`config.mk`:
```
export PLATFORM = sky130hd
export DESIGN_NAME = reg_file_mp
export DESIGN_NICKNAME = d
export VERILOG_FILES = /design/src/rtl/cpu_pkg.sv /design/src/rtl/rf_scoreboard.sv /design/src/rtl/reg_file_mp.sv
export SDC_FILE = /design/constraint.sdc
export NUM_CORES = 2
export LEC_CHECK = 0
export CORE_AREA = 2 2 282 284
export CTS_CLUSTER_DIAMETER = 30
export DETAILED_ROUTE_END_ITERATION = 16
export DIE_AREA = 0 0 284 286
export PLACE_DENSITY = 0.69
export SYNTH_ARGS = -nofsm -noshare
export SYNTH_HDL_FRONTEND = slang
export SYNTH_HIERARCHICAL = 1
export SYNTH_SLANG_ARGS = --single-unit
```
`constraint.sdc`:
```
create_clock -name clk_i -period 1.6 [get_ports clk_i]
set_input_delay 0.32 -clock clk_i [delete_from_list [all_inputs] [get_ports clk_i]]
set_output_delay 0.32 -clock clk_i [all_outputs]
set_load 0.01 [all_outputs]
```
`src/rtl/cpu_pkg.sv`:
```
// Shared core constants: PC register index, PC read offset and the
// address-width helper used to size register-file ports.
package cpu_pkg;

    localparam int REG_PC    = 15;
    localparam int PC_OFFSET = 8;

    function automatic int addr_width(input int num_regs);
        return (num_regs > 1) ? $clog2(num_regs) : 1;
    endfunction

endpackage

```
`src/rtl/rf_scoreboard.sv`:
```
// Per-register busy bits for decode hazard detection: an issue marks the
// destination pending, a writeback to it clears the mark.
module rf_scoreboard
    import cpu_pkg::*;
#(
    parameter int NUM_REGS = 16,
    parameter int AW       = 4,
    parameter int PC_IDX   = REG_PC
) (
    input  logic                clk_i,
    input  logic                rst_ni,
    input  logic                iss_en_i,
    input  logic [AW-1:0]       iss_addr_i,
    input  logic                wr0_en_i,
    input  logic [AW-1:0]       wr0_addr_i,
    input  logic                wr1_en_i,
    input  logic [AW-1:0]       wr1_addr_i,
    output logic [NUM_REGS-1:0] busy_o
);

    logic [NUM_REGS-1:0] busy_d;
    logic [NUM_REGS-1:0] busy_q;

    // A new issue beats a same-edge writeback: the writeback belongs to the older producer.
    always_comb begin
        busy_d = busy_q;
        for (int r = 0; r < NUM_REGS; r++) begin
            if (iss_en_i && (iss_addr_i == AW'(r)) && (r != PC_IDX)) begin
                busy_d[r] = 1'b1;
            end else if ((wr0_en_i && (wr0_addr_i == AW'(r))) ||
                         (wr1_en_i && (wr1_addr_i == AW'(r)))) begin
                busy_d[r] = 1'b0;
            end
        end
    end

    always_ff @(posedge clk_i or negedge rst_ni) begin
        if (!rst_ni) begin
            busy_q <= '0;
        end else begin
            busy_q <= busy_d;
        end
    end

    assign busy_o = busy_q;

endmodule

```
`src/rtl/reg_file_mp.sv`:
```
// Multi-port register file with two writeback ports, same-edge write->read
// bypass, PC substitution on the PC index and a scoreboard for hazard stalls.
module reg_file_mp
    import cpu_pkg::*;
#(
    parameter int  DATA_W   = 32,
    parameter int  NUM_REGS = 16,
    parameter int  NUM_RD   = 3,
    parameter int  PC_IDX   = REG_PC,
    parameter int  PC_OFS   = PC_OFFSET,
    localparam int AW       = addr_width(NUM_REGS)
) (
    input  logic                     clk_i,
    input  logic                     rst_ni,
    input  logic [NUM_RD*AW-1:0]     rd_addr_i,
    output logic [NUM_RD*DATA_W-1:0] rd_data_o,
    input  logic [DATA_W-1:0]        pc_i,
    input  logic                     wr0_en_i,
    input  logic [AW-1:0]            wr0_addr_i,
    input  logic [DATA_W-1:0]        wr0_data_i,
    input  logic                     wr1_en_i,
    input  logic [AW-1:0]            wr1_addr_i,
    input  logic [DATA_W-1:0]        wr1_data_i,
    input  logic                     iss_en_i,
    input  logic [AW-1:0]            iss_addr_i,
    output logic [NUM_REGS-1:0]      busy_o
);

    logic [DATA_W-1:0] regs_q [NUM_REGS];
    logic [DATA_W-1:0] regs_d [NUM_REGS];
    logic [DATA_W-1:0] pc_read;
    logic              wr0_ok;
    logic              wr1_ok;

    function automatic logic addr_in_range(input logic [AW-1:0] a);
        return ({1'b0, a} < (AW+1)'(NUM_REGS));
    endfunction

    assign wr0_ok  = wr0_en_i && (wr0_addr_i != AW'(PC_IDX)) && addr_in_range(wr0_addr_i);
    assign wr1_ok  = wr1_en_i && (wr1_addr_i != AW'(PC_IDX)) && addr_in_range(wr1_addr_i);
    assign pc_read = pc_i + DATA_W'(PC_OFS);

    // wr0 is applied last so it wins a same-address collision; regs_d doubles as the bypass source.
    always_comb begin
        regs_d = regs_q;
        if (wr1_ok) begin
            regs_d[wr1_addr_i] = wr1_data_i;
        end
        if (wr0_ok) begin
            regs_d[wr0_addr_i] = wr0_data_i;
        end
    end

    always_ff @(posedge clk_i or negedge rst_ni) begin
        if (!rst_ni) begin
            for (int i = 0; i < NUM_REGS; i++) begin
                regs_q[i] <= '0;
            end
        end else begin
            regs_q <= regs_d;
        end
    end

    for (genvar k = 0; k < NUM_RD; k++) begin : g_rd
        logic [AW-1:0]     addr;
        logic [DATA_W-1:0] rd_d;
        logic [DATA_W-1:0] rd_q;

        assign addr = rd_addr_i[k*AW +: AW];

        always_comb begin
            if (addr == AW'(PC_IDX)) begin
                rd_d = pc_read;
            end else if (!addr_in_range(addr)) begin
                rd_d = '0;
            end else begin
                rd_d = regs_d[addr];
            end
        end

        always_ff @(posedge clk_i or negedge rst_ni) begin
            if (!rst_ni) begin
                rd_q <= '0;
            end else begin
                rd_q <= rd_d;
            end
        end

        assign rd_data_o[k*DATA_W +: DATA_W] = rd_q;
    end

    rf_scoreboard #(
        .NUM_REGS (NUM_REGS),
        .AW       (AW),
        .PC_IDX   (PC_IDX)
    ) u_scoreboard (
        .clk_i      (clk_i),
        .rst_ni     (rst_ni),
        .iss_en_i   (iss_en_i),
        .iss_addr_i (iss_addr_i),
        .wr0_en_i   (wr0_en_i),
        .wr0_addr_i (wr0_addr_i),
        .wr1_en_i   (wr1_en_i),
        .wr1_addr_i (wr1_addr_i),
        .busy_o     (busy_o)
    );

endmodule
```
==> flow_summary_export.csv, run 1 <==
group,metric,value,unit
status,error,"[ERROR GRT-0116] Global routing finished with congestion. Check the congestion regions in the DRC Viewer.",
logic_synthesis,synth.area.mux_share,0.03053,
logic_synthesis,synth_area,38730,sq um
floorplanning,die_x,284,um
logic_synthesis,ys_seq_area_frac,0.3838,
logic_synthesis,synth.net_count,4911,
placed_design,gp_congestion,1.241,
logic_synthesis,synthFlopType,"dfrtp_1",
cts,cts_inserted_buffers,165,
cts,ctsHtreeMaxLevel,4,
logic_synthesis,syn_area_per_cell,8.094,sq um
logic_synthesis,synth_edf_count,0,
logic_synthesis,synth_fa_ha_area_frac,0.0003230,
cts,ctsLongestPathBuffers,3,
global_route,grt_max_degree,91,
logic_synthesis,synth_top_family_by_area,"compound AO/OA/AOI/OAI gates",
logic_synthesis,synthXorXnorAreaFrac,0.006106,
status,status,"aborted with a tool error",
floorplanning,row_count,103,
global_route,grt_pass1_wl,570200,um
placed_design,io_buffer_count,235,
logic_synthesis,ys_types,89,
cts,cts.sink_count,594,
status,stop_stage,"5_1_grt",
floorplanning,start_util,0.4943,
logic_synthesis,async_reset_ff_frac,1.000,
placed_design,pre_cts_ws,-1.865,ns
floorplanning,io_pins,237,
logic_synthesis,synth-compound-area-share,0.3188,
logic_synthesis,synth_seq_cells,594,
global_route,grt.overflow.total,1680,
logic_synthesis,syn_inst,4785,
logic_synthesis,synth_warnings,6,
global_route,grt_use_total,0.9498,
logic_synthesis,synthSimpleGateAreaFrac,0.1972,
placed_design,dp_hpwl,222400,um
placed_design,place_area,57940,sq um
floorplanning,dieHeight,286,um
global_route,first_global_vias,73390,
cts,cts_root_buf,"clkbuf_16",
[kinds of logic after synthesis]
group / count (synthesis)
adders and majority gates: 1
AOI/OAI and AO/OA: 1838
xor gates and xnor gates: 27
other: 1
DFF: 594
and+or+nand+nor: 1652
muxes: 85
buffers and inverters: 587
[Yosys cell counts, drive strengths merged (11+ instances only)]
master | n | area share
o211ai | 41 | 0.0079
a211o | 26 | 0.0059
o32ai | 14 | 0.0032
a21o | 11 | 0.0021
xor2 | 18 | 0.0041
a22o | 62 | 0.014
and3b | 38 | 0.0086
o22ai | 176 | 0.029
or3 | 20 | 0.0032
a211oi | 42 | 0.0081
nor3b | 33 | 0.0072
and3 | 50 | 0.0081
o2111ai | 11 | 0.0025
dfrtp | 594 | 0.38
nor2 | 368 | 0.036
nor2b | 36 | 0.0059
nand2b | 21 | 0.0034
a31o | 21 | 0.0047
a32oi | 20 | 0.0045
nand4 | 14 | 0.0023
a21boi | 31 | 0.0060
o221ai | 25 | 0.0057
a31oi | 329 | 0.053
nand2 | 621 | 0.060
mux4 | 26 | 0.015
nor3 | 283 | 0.037
a21oi | 179 | 0.023
nand3 | 97 | 0.013
o31ai | 11 | 0.0021
and2 | 20 | 0.0032
o2bb2ai | 22 | 0.0050
mux2i | 54 | 0.014
a22oi | 283 | 0.055
buf | 185 | 0.024
o21ai | 366 | 0.047
clkbuf | 318 | 0.031
o22a | 19 | 0.0043
inv | 82 | 0.0079
a221o | 30 | 0.0078
a221oi | 66 | 0.015
[metrics by stage]
stage	setup TNS [ns]	cells	util	hold WS [ns]
after floorplan	-40.00	4785	-	0.02441
after global placement	-523.02	7334	0.7394	0.1635
after detailed placement	-550.76	7334	0.7394	0.1640
after CTS	-33.37	7845	0.8887	0.08105
[per-layer routing]
metal,overflow,track usage
met5,20,0.7349
met4,487,0.9579
met3,165,0.8900
met2,845,1.028
met1,163,0.9383
[what timing repair did]
item	CTS
resized for setup	1186
buffers inserted	196
gates cloned	23
setup endpoints to repair	563
pin swaps	299
endpoints found under the hold margin	562
hold buffers	2
==> run 2, diff against run 1 <==
--- a/config.mk
+++ b/config.mk
@@ -5,11 +5,10 @@
 export SDC_FILE = /design/constraint.sdc
 export NUM_CORES = 2
 export LEC_CHECK = 0
-export CORE_AREA = 2 2 282 284
-export CTS_CLUSTER_DIAMETER = 30
+export CORE_AREA = 2 2 336 338
 export DETAILED_ROUTE_END_ITERATION = 16
-export DIE_AREA = 0 0 284 286
-export PLACE_DENSITY = 0.69
+export DIE_AREA = 0 0 338 340
+export PLACE_DENSITY_LB_ADDON = 0.15
 export SYNTH_ARGS = -nofsm -noshare
 export SYNTH_HDL_FRONTEND = slang
 export SYNTH_HIERARCHICAL = 1
==> constraint.sdc (replaced) <==
create_clock -name clk_i -period 2.08 [get_ports clk_i]
set_input_delay 0.416 -clock clk_i [delete_from_list [all_inputs] [get_ports clk_i]]
set_output_delay 0.416 -clock clk_i [all_outputs]
set_load 0.01 [all_outputs]
==> run 2 against run 1 <==
  * The flow now finishes, with violations (negative setup slack)
  * Synthesized cell count did not move
  * Area after synthesis did not move
==> flow_summary_export.csv, run 2 <==
group,metric,value,unit
status,status,"finished with violations",
status,failed_checks,"negative setup slack",
job,cap_violations,0,
sta,max_freq,0.4528,GHz
drt,num_vias,56920,
floorplanning,die_x,338,um
cts,ctsLongestPathBuffers,3,
final_layout,fin_nets,6671,
placed_design,gp_congestion,1.121,
logic_synthesis,syn_area_per_cell,8.094,sq um
worst_setup_path,cp_slowest_cell,"a22o_1",
worst_setup_path,path_cells,"buf_6 -> buf_6 -> buf_6 -> nand3b_1 -> buf_6 -> buf_12 -> buf_12 -> o21ai_0 -> a31oi_2 -> a22o_1 -> a221oi_2 -> a21oi_2 -> a211o_1",
drt,routed_wl,340300,um
placed_design,io_buffer_count,235,
logic_synthesis,async_reset_ff_frac,1.000,
final_layout,regArea,14880,sq um
placed_design,dp_cells,7810,
power_and_ir_drop,max-vdd-ir-drop,0.0005914,V
drt,antenna_left,0,
worst_setup_path,worstPathMaxFanout,12,
worst_setup_path,slowest_delay,0.26,ns
worst_setup_path,worst-path-buf-inv,6,
sta,hold_viol,0,
logic_synthesis,synth_edf_count,0,
final_layout,drive_above_1_share,0.4266,
sta,finalClockSkew,0.03239,ns
global_route,grt_use_total,0.5679,
sta,maxSlewViolCount,0,
worst_setup_path,critPathMostFrequentCell,"buf_6",
logic_synthesis,synthFlopType,"dfrtp_1",
final_layout,final_cell_area,66790,sq um
final_layout,area_growth,72.44,%
worst_setup_path,critical_path_class,"input pin to register",
sta,relSlewSlack,0.2010,
cts,clock_latency,0.70,ns
final_layout,multi_input_area,25640,sq um
final_layout,layout_common_cells,"1547 x buf_4, 583 x nand2_1, 582 x dfrtp_1, 329 x nor2_1, 291 x buf_12",
cts,cts.sink_count,594,
logic_synthesis,syn_inst,4785,
floorplanning,dieArea,114900,sq um
sta,finalCriticalPeriod,2.209,ns
drt,wl_per_cell,41.91,um
cts,cts_tree,"yes",
logic_synthesis,ys_top_cells_by_count,"620 x nand2_1, 594 x dfrtp_1, 366 x nor2_1",
cts,cts_root_buf,"clkbuf_16",
worst_hold_path,hold_path.class,"input pin to asynchronous set/reset pin",
logic_synthesis,synth_warnings,6,
logic_synthesis,ys_types,89,
drt,drt_pass1_iterations,9,
worst_setup_path,crit_family,"compound AO/OA/AOI/OAI gates",
drt,drt_iter0_markers,10900,
logic_synthesis,ys_seq_area_frac,0.3838,
logic_synthesis,synth_area,38730,sq um
final_layout,layoutNonFillerInstCount,8120,
floorplanning,start_util,0.3471,
power_and_ir_drop,p_int,33.55,mW
global_route,grt.overflow.total,0,
power_and_ir_drop,seq_power_share,0.290,
placed_design,place_area,58310,sq um
final_layout,nFillCells,9794,
cts,cts_inserted_buffers,79,
floorplanning,row_count,123,
power_and_ir_drop,sw_frac_of_total,0.3742,
cts,clk_pin_slew,0.06,ns
sta,finalWorstSetupSlack,-0.1286,ns
cts,ctsHtreeMaxLevel,3,
global_route,first_global_vias,52390,
global_route,antenna_found_initial,34,
logic_synthesis,synth.net_count,4911,
logic_synthesis,synth_seq_cells,594,
logic_synthesis,yosysMostFrequentCell,"nand2_1",
floorplanning,dieHeight,340,um
drt,avgViaCountPerCell,7.010,
sta,fin_tns_setup,-3.249,ns
worst_setup_path,end_kind,"register",
logic_synthesis,synth_top_area_frac,0.3838,
power_and_ir_drop,power_density,802.7,nW/um^2
worst_setup_path,required,2.65,ns
power_and_ir_drop,pwr-share-clk,0.279,
sta,rsz0062_at_grt,"yes",
logic_synthesis,synth_area_leaders,"dfrtp_1 38%, nand2_1 6.0%, a22oi_1 5.5%",
placed_design,pre_cts_ws,-1.562,ns
floorplanning,core_area,111600,sq um
sta,post-route-period-util,1.062,
worst_setup_path,arrival,2.78,ns
sta,setup_viol,66,
sta,worstMarginPinSlew,1.194,ns
worst_setup_path,setup.worst_path.start_class,"input pin",
final_layout,layout_commonest_cell,"buf_4",
power_and_ir_drop,combPwrFrac,0.431,
placed_design,dp_hpwl,248800,um
final_layout,regMostFlops,"regs_q",
global_route,grt_pass1_wl,447500,um
drt,drc,0,
final_layout,largest_reg_flops,483,
floorplanning,io_pins,237,
power_and_ir_drop,power.switching,20.06,mW
logic_synthesis,yosysTopAreaCell,"dfrtp_1",
power_and_ir_drop,p_leak,28.48,nW
global_route,grt_max_degree,55,
[run 2: cells by family (layout without fill, tap and decap cells)]
logic type               count (synthesis)  after routing  synth area share
AO/OA/AOI/OAI                         1838           1838            0.3188
XOR/XNOR                                27             27          0.006106
adder cells (fa/ha/maj)                  1              1         0.0003230
buffers and inverters                  587           2409           0.06319
flip-flops                             594            594            0.3838
multiplexers                            85             85           0.03053
other                                    1             13        0.00009682
AND/OR/NAND/NOR                       1652           1653            0.1972
[run 2: layout make-up]
type,instances,share of cell area
inverter,84,0.004777
sequential,594,0.2228
antenna,12,0.0004496
clock buffer,116,0.03468
multi-input combinational,3605,0.3839
tap,1500,0.02810
timing repair buffer,2181,0.3199
clock inverter,28,0.005414
[run 2: layer usage]
layer	wire, um	GRT usage
met3	60830	0.3085
met5	738	0.009178
met1	119800	0.6991
met4	33530	0.4053
met2	125400	0.7394
[run 2: what timing repair did]
item / CTS / global route
endpoints found under the setup margin: 125 / 100
resized for setup: 486 / 563
pin swaps: 135 / 216
endpoints found under the hold margin: 11 / 0
hold buffers: 1 / 0
setup buffers: 86 / 64
cloned: 11 / 8
[run 2: final timing paths]
path                                       startpoint                         end  slack [ns]  cells after the start
worst max-delay path                    wr1_addr_i[3]  g_rd[0].rd_q[14]$_DFF_PN0_       -0.13                     13
worst min-delay path                           rst_ni       regs_q[169]$_DFF_PN0_        0.31                      2
worst max register to register  regs_q[119]$_DFF_PN0_  g_rd[0].rd_q[23]$_DFF_PN0_        0.09                      6
worst min register to register   regs_q[31]$_DFF_PN0_        regs_q[31]$_DFF_PN0_        0.39                      0
max in group asynchronous                      rst_ni   g_rd[0].rd_q[2]$_DFF_PN0_        0.92                      4
min in group clk_i                     wr1_data_i[17]        regs_q[81]$_DFF_PN0_        0.33                      4
[run 2: metrics by stage]
stage / util / hold slack (ns) / total power [mW]
after CTS: 0.5699 / 0.2867 / 50.67
after global placement: 0.5226 / 0.3691 / 34.93
after global routing: 0.5983 / 0.3275 / 54.49
final: 0.5986 / 0.3098 / 53.61
after detailed placement: 0.5226 / 0.3697 / 34.97
after floorplan: - / 0.1204 / 23.25
[run 2: power groups by stage]
stage	sequential, mW	clock (mW)	combinational [mW]
3_3_place_gp	15.4	0	19.5
4_1_cts	15.3	14.8	20.5
6_report	15.5	14.9	23.1
3_5_place_dp	15.4	0	19.6
5_1_grt	15.7	15.2	23.6
2_1_floorplan	15.2	0	8.01
(Power assumes the default switching activity.)
